$ cat config.mk
export PLATFORM = sky130hd
export DESIGN_NAME = wfg_wb_decoder
export DESIGN_NICKNAME = d
export VERILOG_FILES = /design/src/rtl/wfg_wb_decoder.sv
export SDC_FILE = /design/constraint.sdc
export NUM_CORES = 1
export LEC_CHECK = 0
export CORE_ASPECT_RATIO = 0.9
export CORE_MARGIN = 4
export CORE_UTILIZATION = 35
export DETAILED_ROUTE_END_ITERATION = 8
export GPL_TIMING_DRIVEN = 0
export HOLD_SLACK_MARGIN = 0.05
export PLACE_DENSITY_LB_ADDON = 0.3
export SYNTH_ARGS = -nofsm -noshare
export SYNTH_HDL_FRONTEND = slang
export SYNTH_SLANG_ARGS = --single-unit
$ cat constraint.sdc
create_clock -name wb_clk_i -period 5.1 [get_ports wb_clk_i]
set_clock_uncertainty 0.1 [all_clocks]
set_input_delay 0.51 -clock wb_clk_i [delete_from_list [all_inputs] [get_ports wb_clk_i]]
set_output_delay 0.51 -clock wb_clk_i [all_outputs]
set_load 0.1 [all_outputs]
$ cat src/rtl/wfg_wb_decoder.sv
// wfg_wb_decoder: Wishbone page decoder and response mux for the wfg subsystem.
// Decodes the upstream address into one of NUM_SLAVES pages, and forwards the
// access with registered strobes. The slave response is registered on the way
// back. A watchdog error-terminates accesses to slaves that never answer, and
// unmapped pages are also error-terminated. The first uncaptured error address
// is held in a sticky status until it is cleared.
module wfg_wb_decoder #(
  parameter int              BUSW       = 32,
  parameter int              PAGE_BITS  = 4,
  parameter int              NUM_SLAVES = 4,
  parameter int              BASE_PAGE  = 1,
  parameter int              TIMEOUT    = 16,
  parameter logic [BUSW-1:0] ERR_DATA   = 32'hDEAD_BEEF
) (
  input  logic                       wb_clk_i,
  input  logic                       wb_rst_i,
  // upstream slave port
  input  logic                       wbs_cyc_i,
  input  logic                       wbs_stb_i,
  input  logic                       wbs_we_i,
  input  logic [BUSW-1:0]            wbs_adr_i,
  input  logic [BUSW-1:0]            wbs_dat_i,
  output logic                       wbs_ack_o,
  output logic                       wbs_err_o,
  output logic [BUSW-1:0]            wbs_dat_o,
  // downstream master port
  output logic                       m_cyc_o,
  output logic [NUM_SLAVES-1:0]      m_stb_o,
  output logic                       m_we_o,
  output logic [PAGE_BITS-1:0]       m_adr_o,
  output logic [BUSW-1:0]            m_dat_o,
  input  logic [NUM_SLAVES-1:0]      m_ack_i,
  input  logic [NUM_SLAVES*BUSW-1:0] m_dat_i,
  // sticky error status
  input  logic                       err_clr_i,
  output logic                       err_o,
  output logic [BUSW-1:0]            err_adr_o
);

  localparam int PAGE_W = BUSW - PAGE_BITS;
  localparam int SEL_W  = (NUM_SLAVES > 1) ? $clog2(NUM_SLAVES) : 1;
  localparam int CNT_W  = $clog2(TIMEOUT);

  localparam logic [PAGE_W-1:0] PAGE_FIRST = PAGE_W'(BASE_PAGE);
  localparam logic [PAGE_W-1:0] PAGE_END   = PAGE_W'(BASE_PAGE + NUM_SLAVES);
  localparam logic [CNT_W-1:0]  CNT_LAST   = CNT_W'(TIMEOUT - 1);

  localparam logic [1:0] S_IDLE   = 2'd0;
  localparam logic [1:0] S_ACTIVE = 2'd1;
  localparam logic [1:0] S_RESP   = 2'd2;
  localparam logic [1:0] S_ERR    = 2'd3;

  // state and latched request
  logic [1:0]            state_q, state_d;
  logic [CNT_W-1:0]      cnt_q, cnt_d;
  logic [SEL_W-1:0]      sel_q, sel_d;
  logic                  we_q, we_d;
  logic [BUSW-1:0]       adr_q, adr_d;
  logic [BUSW-1:0]       dat_q, dat_d;
  // registered bus outputs
  logic                  cyc_q, cyc_d;
  logic [NUM_SLAVES-1:0] stb_q, stb_d;
  logic                  ack_q, ack_d;
  logic                  berr_q, berr_d;
  logic [BUSW-1:0]       rdat_q, rdat_d;
  // sticky error status
  logic                  errf_q, errf_d;
  logic [BUSW-1:0]       erra_q, erra_d;

  // page decode of the live upstream address
  logic [PAGE_W-1:0]     dec_page;
  logic                  dec_mapped;
  logic [SEL_W-1:0]      dec_sel;

  // per-slave read data viewed as a packed array for the response mux
  logic [NUM_SLAVES-1:0][BUSW-1:0] s_dat;

  assign s_dat      = m_dat_i;
  assign dec_page   = wbs_adr_i[BUSW-1:PAGE_BITS];
  assign dec_mapped = (dec_page >= PAGE_FIRST) && (dec_page < PAGE_END);
  assign dec_sel    = SEL_W'(dec_page - PAGE_FIRST);

  // Access sequencing: capture, forward, wait for ack or timeout, respond.
  always_comb begin
    state_d = state_q;
    cnt_d   = cnt_q;
    sel_d   = sel_q;
    we_d    = we_q;
    adr_d   = adr_q;
    dat_d   = dat_q;
    cyc_d   = cyc_q;
    stb_d   = stb_q;
    ack_d   = 1'b0;
    berr_d  = 1'b0;
    rdat_d  = rdat_q;
    case (state_q)
      S_IDLE: begin
        cnt_d = '0;
        if (wbs_cyc_i && wbs_stb_i) begin
          we_d  = wbs_we_i;
          adr_d = wbs_adr_i;
          dat_d = wbs_dat_i;
          sel_d = dec_sel;
          if (dec_mapped) begin
            state_d = S_ACTIVE;
            cyc_d   = 1'b1;
            stb_d   = NUM_SLAVES'(1) << dec_sel;
          end else begin
            // unmapped page: terminate with error without touching slaves
            state_d = S_ERR;
            berr_d  = 1'b1;
            rdat_d  = ERR_DATA;
          end
        end
      end
      S_ACTIVE: begin
        if (!wbs_cyc_i) begin
          // master abandoned the cycle: silent return, nothing logged
          state_d = S_IDLE;
          cyc_d   = 1'b0;
          stb_d   = '0;
          cnt_d   = '0;
        end else if (m_ack_i[sel_q]) begin
          // an ack in the last watchdog cycle still wins over the timeout
          state_d = S_RESP;
          ack_d   = 1'b1;
          rdat_d  = s_dat[sel_q];
          cyc_d   = 1'b0;
          stb_d   = '0;
          cnt_d   = '0;
        end else if (cnt_q == CNT_LAST) begin
          state_d = S_ERR;
          berr_d  = 1'b1;
          rdat_d  = ERR_DATA;
          cyc_d   = 1'b0;
          stb_d   = '0;
          cnt_d   = '0;
        end else begin
          cnt_d = cnt_q + 1'b1;
        end
      end
      S_RESP:  state_d = S_IDLE;
      S_ERR:   state_d = S_IDLE;
      default: state_d = S_IDLE;
    endcase
  end

  // Sticky error capture; a capture in the same cycle as a clear takes priority.
  always_comb begin
    errf_d = errf_q;
    erra_d = erra_q;
    if (state_q == S_ERR && (!errf_q || err_clr_i)) begin
      errf_d = 1'b1;
      erra_d = adr_q;
    end else if (err_clr_i) begin
      errf_d = 1'b0;
      erra_d = '0;
    end
  end

  // State and output registers.
  always_ff @(posedge wb_clk_i or posedge wb_rst_i) begin
    if (wb_rst_i) begin
      state_q <= S_IDLE;
      cnt_q   <= '0;
      sel_q   <= '0;
      we_q    <= 1'b0;
      adr_q   <= '0;
      dat_q   <= '0;
      cyc_q   <= 1'b0;
      stb_q   <= '0;
      ack_q   <= 1'b0;
      berr_q  <= 1'b0;
      rdat_q  <= '0;
      errf_q  <= 1'b0;
      erra_q  <= '0;
    end else begin
      state_q <= state_d;
      cnt_q   <= cnt_d;
      sel_q   <= sel_d;
      we_q    <= we_d;
      adr_q   <= adr_d;
      dat_q   <= dat_d;
      cyc_q   <= cyc_d;
      stb_q   <= stb_d;
      ack_q   <= ack_d;
      berr_q  <= berr_d;
      rdat_q  <= rdat_d;
      errf_q  <= errf_d;
      erra_q  <= erra_d;
    end
  end

  assign wbs_ack_o = ack_q;
  assign wbs_err_o = berr_q;
  assign wbs_dat_o = rdat_q;
  assign m_cyc_o   = cyc_q;
  assign m_stb_o   = stb_q;
  assign m_we_o    = we_q;
  assign m_adr_o   = adr_q[PAGE_BITS-1:0];
  assign m_dat_o   = dat_q;
  assign err_o     = errf_q;
  assign err_adr_o = erra_q;

endmodule

==> results.txt <==
* Final weighted congestion of routability-driven global placement: 0.8196
- Floorplan row count: 48
* Cell with the largest stage delay on the worst path: sky130_fd_sc_hd__nor4_4
- After the first detailed-routing iteration, the DRC count stood at 247.
- The tightest hold path in the finished design has a slack of 0.3653 ns.
- The floorplan step defined a core boundary enclosing 0.01928 mm^2.
- Post-Syn Area: 0.006922 mm^2
* WP data arrival: 3.29 ns
- Number of hold-slack violations in the final timing report: 0
- The later pin in the worst-skew pair is clocked with a latency of 0.42 ns.
- Routed length per instance: 17.17 um
- After filler insertion, the fill cell instance count of the layout stands at 1707.
- Status: finished, final reports clean
* Total wirelength of the detailed-routed design: 21980 um
- Share of cells above drive strength 1: 8.835%
- Once placement finished, the instance area stood at 0.01036 mm^2.
- Classification of the worst setup path: primary input to flop
- The count of pins over their slew limit was 0.
- Counting the buffers created by CTS gives 17.
- At the pin with the least slew margin, the transition time is 1.038 ns.
- At the worst endpoint, the required time is 5.30 ns.
- Measured against its own limit, the worst slew margin works out to 30.59%.
- The analysis attributes to cell leakage a power of 5.033 nW.
- CTS sink count: 145
- Gr usage total: 19.56%
- In this run the power density over the cells is 430.5 mW/mm^2.
* Sequential fraction of the synthesis area: 52.42%
- The most used flip-flop cell after synthesis is sky130_fd_sc_hd__dfrtp_1.
- Synth warn: 0
* Antenna violations before repair: 0
- Reg-to-reg setup timing slack: 2.57 ns
- Number of gates given a new drive strength after cts: 0
- Measured in cells, the most critical reg-to-reg path has a length of 6.
- Of all flip-flops after synthesis, the portion carrying an async set or reset was 100.0%.
- For this run, the number of standard cells in the final layout without fillers is 1280.
* Total iterations of the first detailed-routing run: 5
- After legalization and detailed placement, the total HPWL measured 16690 um.
- For this run, global-route usage on met2 was measured as 32.14%.
* Area overhead of the layout relative to synthesis: 57.99%
* Clock transition at path regs: 0.06 ns
- In this run the worst hold path is classified as flop to flop.
- Port buffering added 309 buffers.
- From bottom edge to top edge, the die measures 141.4 um.
* Maximum Capacitance Violations: 0
- GRT overflow: 0
- Number of buffers added for setup after CTS: 0
- Counting tap cells, the placed design contains a total of 1248 instances.
* Die X-Extent: 156.2 um
- Setup violations remaining at the end of the flow were counted as 0.
* Startpoint type of the worst setup path: primary input
- After routing the design area is 0.01094 mm^2.
* Average footprint of a synthesized cell: 10.06 um^2
- Final core utilization: 56.72%
* Root buffer selected by CTS: sky130_fd_sc_hd__clkbuf_16
- Antenna diodes: 0
* Period Utilization, post-route: 60.57%
- Final critical path time including I/O delays and setup: 3.089 ns
- The path with the worst hold slack has its endpoint at err_adr_o[27]$_DFFE_PP0P_.
* Maximum ir drop on the vdd rail: 0.3990 mV
- Routed vias: 6204
- For this run, design rule violations remaining after detail routing come to 0.
* Post-synth EDFFs: 0
- Number of global-route vias before repair: 6548
- Launching instance or port of the critical path: wbs_adr_i[4]
- At the end of the flow, the number of nets in the layout was 1224.
- Critical hold path startpoint: adr_q[27]$_DFFE_PP0P_
* Number of levels in the clock H-tree: 4
* Number of nets still failing antenna checks after routing: 0
- Cell depth of the worst hold path: 2
- Wire length of the first global-routing pass: 34050 um
* Busiest layer in global routing: met2
- Area fraction of the dominant cell type after synthesis: 52.42%
- Cell chain of the critical path: clkdlybuf4s50_1, inv_1, ha_1, a2111o_1, nor4_4, a2111oi_4, buf_6, mux2_4
* Largest net degree at the start of global routing: 89
* CTS tree: done
- Capturing point of the worst reg2reg path: wbs_dat_o[23]$_DFFE_PP0P_
* Cell accounting for the most synthesized area: sky130_fd_sc_hd__dfrtp_1
- Synthesis instantiated 38 different standard cells from the library.
- Flop and latch count out of synthesis: 145
- Derived from the worst setup path, the maximum achievable clock frequency is 323.7 MHz.
* Per-cell via count in the routed design: 4.847
- Gate count of the mapped netlist: 688
- Post-synth top cells: sky130_fd_sc_hd__nand2_1 (274), sky130_fd_sc_hd__dfrtp_1 (145), sky130_fd_sc_hd__clkbuf_1 (35)
- The die covers 0.02209 mm^2.
* Hold buffer count at CTS: 0
- Number of I/O pins: 311
* Initial core utilization: 35.90%
- Kind of capture point of the worst setup path: flop
- Of all nets on the critical path, the largest fanout is 10.
- In the post-synthesis netlist, the biggest area contributors are sky130_fd_sc_hd__dfrtp_1 (52%), sky130_fd_sc_hd__nand2_1 (15%), sky130_fd_sc_hd__mux4_2 (11%).
- Cell with the most instances after synthesis: sky130_fd_sc_hd__nand2_1
* Buffer levels on the longest clock path: 2
- For this run, global-route usage on met3 was measured as 5.794%.
- In this run the critical register-to-register path is launched from sel_q[1]$_DFFE_PP0P_.
* Setup repair after global routing missed its margin: no
* Global-route met1 utilization: 25.32%
- Slowest stage delay, CP: 0.63 ns
* Net count after synthesis: 895
## cell families (layout without fill, tap and decap cells)
family	after synthesis	count (layout)	synth area share, %
flip-flops	145	145	52.42
adder cells (fa/ha/maj)	5	5	0.9038
buffers and inverters	79	421	4.881
AND/OR/NAND/NOR	341	341	20.14
AO/OA/AOI/OAI	53	53	5.875
multiplexers	65	65	15.78
## stage by stage
step | total power, mW | TNS (ns) | worst slack (ns)
floorplan | 2.927 | 0 | 0.5954
global placement | 3.506 | -238.24 | -1.656
detailed placement | 3.527 | 0 | 1.588
CTS | 4.763 | 0 | 2.031
global route | 4.913 | 0 | 1.899
finish | 4.708 | 0 | 2.011
## where the power goes
part,switching (mW),internal [mW],total [mW]
Combinational,1.40,0.630,2.03
Sequential,0.115,1.34,1.46
Clock,0.510,0.705,1.22
## metal layers
layer  wire [um]  vias up
li1            -     2952
met1        9233     3016
met2       10810      214
met3        1611       22
met4         322        0
met5           0        -
## cells in the final DEF (no fill, tap or decap), types with 9 or more instances in the layout
cell type and count:
sky130_fd_sc_hd__dfrtp_1 145, sky130_fd_sc_hd__nand2_1 274, sky130_fd_sc_hd__o211ai_1 32, sky130_fd_sc_hd__mux4_2 33
sky130_fd_sc_hd__o21ai_0 9, sky130_fd_sc_hd__clkdlybuf4s50_1 309, sky130_fd_sc_hd__clkbuf_1 35, sky130_fd_sc_hd__nor2_1 30
sky130_fd_sc_hd__clkbuf_16 17, sky130_fd_sc_hd__inv_1 29, sky130_fd_sc_hd__mux2i_1 24
## registers in the layout, indices dropped and copies added, names as in the netlist
signal     count
wbs_dat_o     32
m_dat_o       32
m_we_o         1
m_stb_o        4
adr_q         32
wbs_ack_o      1
m_cyc_o        1
cnt_q          4
state_q        2
err_adr_o     32
err_o          1
wbs_err_o      1
sel_q          2
## how the worst max path moves through the flow
stage | endpoint | slack [ns]
floorplan | adr_q[0]$_DFFE_PP0P_ | 0.60
global placement | m_dat_o[10]$_DFFE_PP0P_ | -1.66
detailed placement | wbs_dat_o[20]$_DFFE_PP0P_ | 1.59
CTS | wbs_dat_o[20]$_DFFE_PP0P_ | 2.03
global route | wbs_dat_o[20]$_DFFE_PP0P_ | 1.90
finish | wbs_dat_o[20]$_DFFE_PP0P_ | 2.01
## cell type report
cell class              instances  area (um^2)  share of cell area, %
multi-input cells             464         2955                  27.03
inverters                      31        121.4                  1.110
flip-flops and latches        145         3628                  33.18
well taps                     250        312.8                  2.860
plain buffers                  48        221.5                  2.025
repair buffers                310         3120                  28.54
clock buffers                  19        452.9                  4.142
clock inverters                13        122.6                  1.121
## worst max-delay path, delay by kind of cell
| kind | cells | cell delay, ns |
|---|---|---|
| fa+ha+maj | 1 | 0.28 |
| mux | 1 | 0.30 |
| buf+inv | 3 | 0.92 |
| compound gates | 2 | 0.65 |
| simple gates | 1 | 0.63 |
Note: power is estimated with default switching activity, not from simulation.
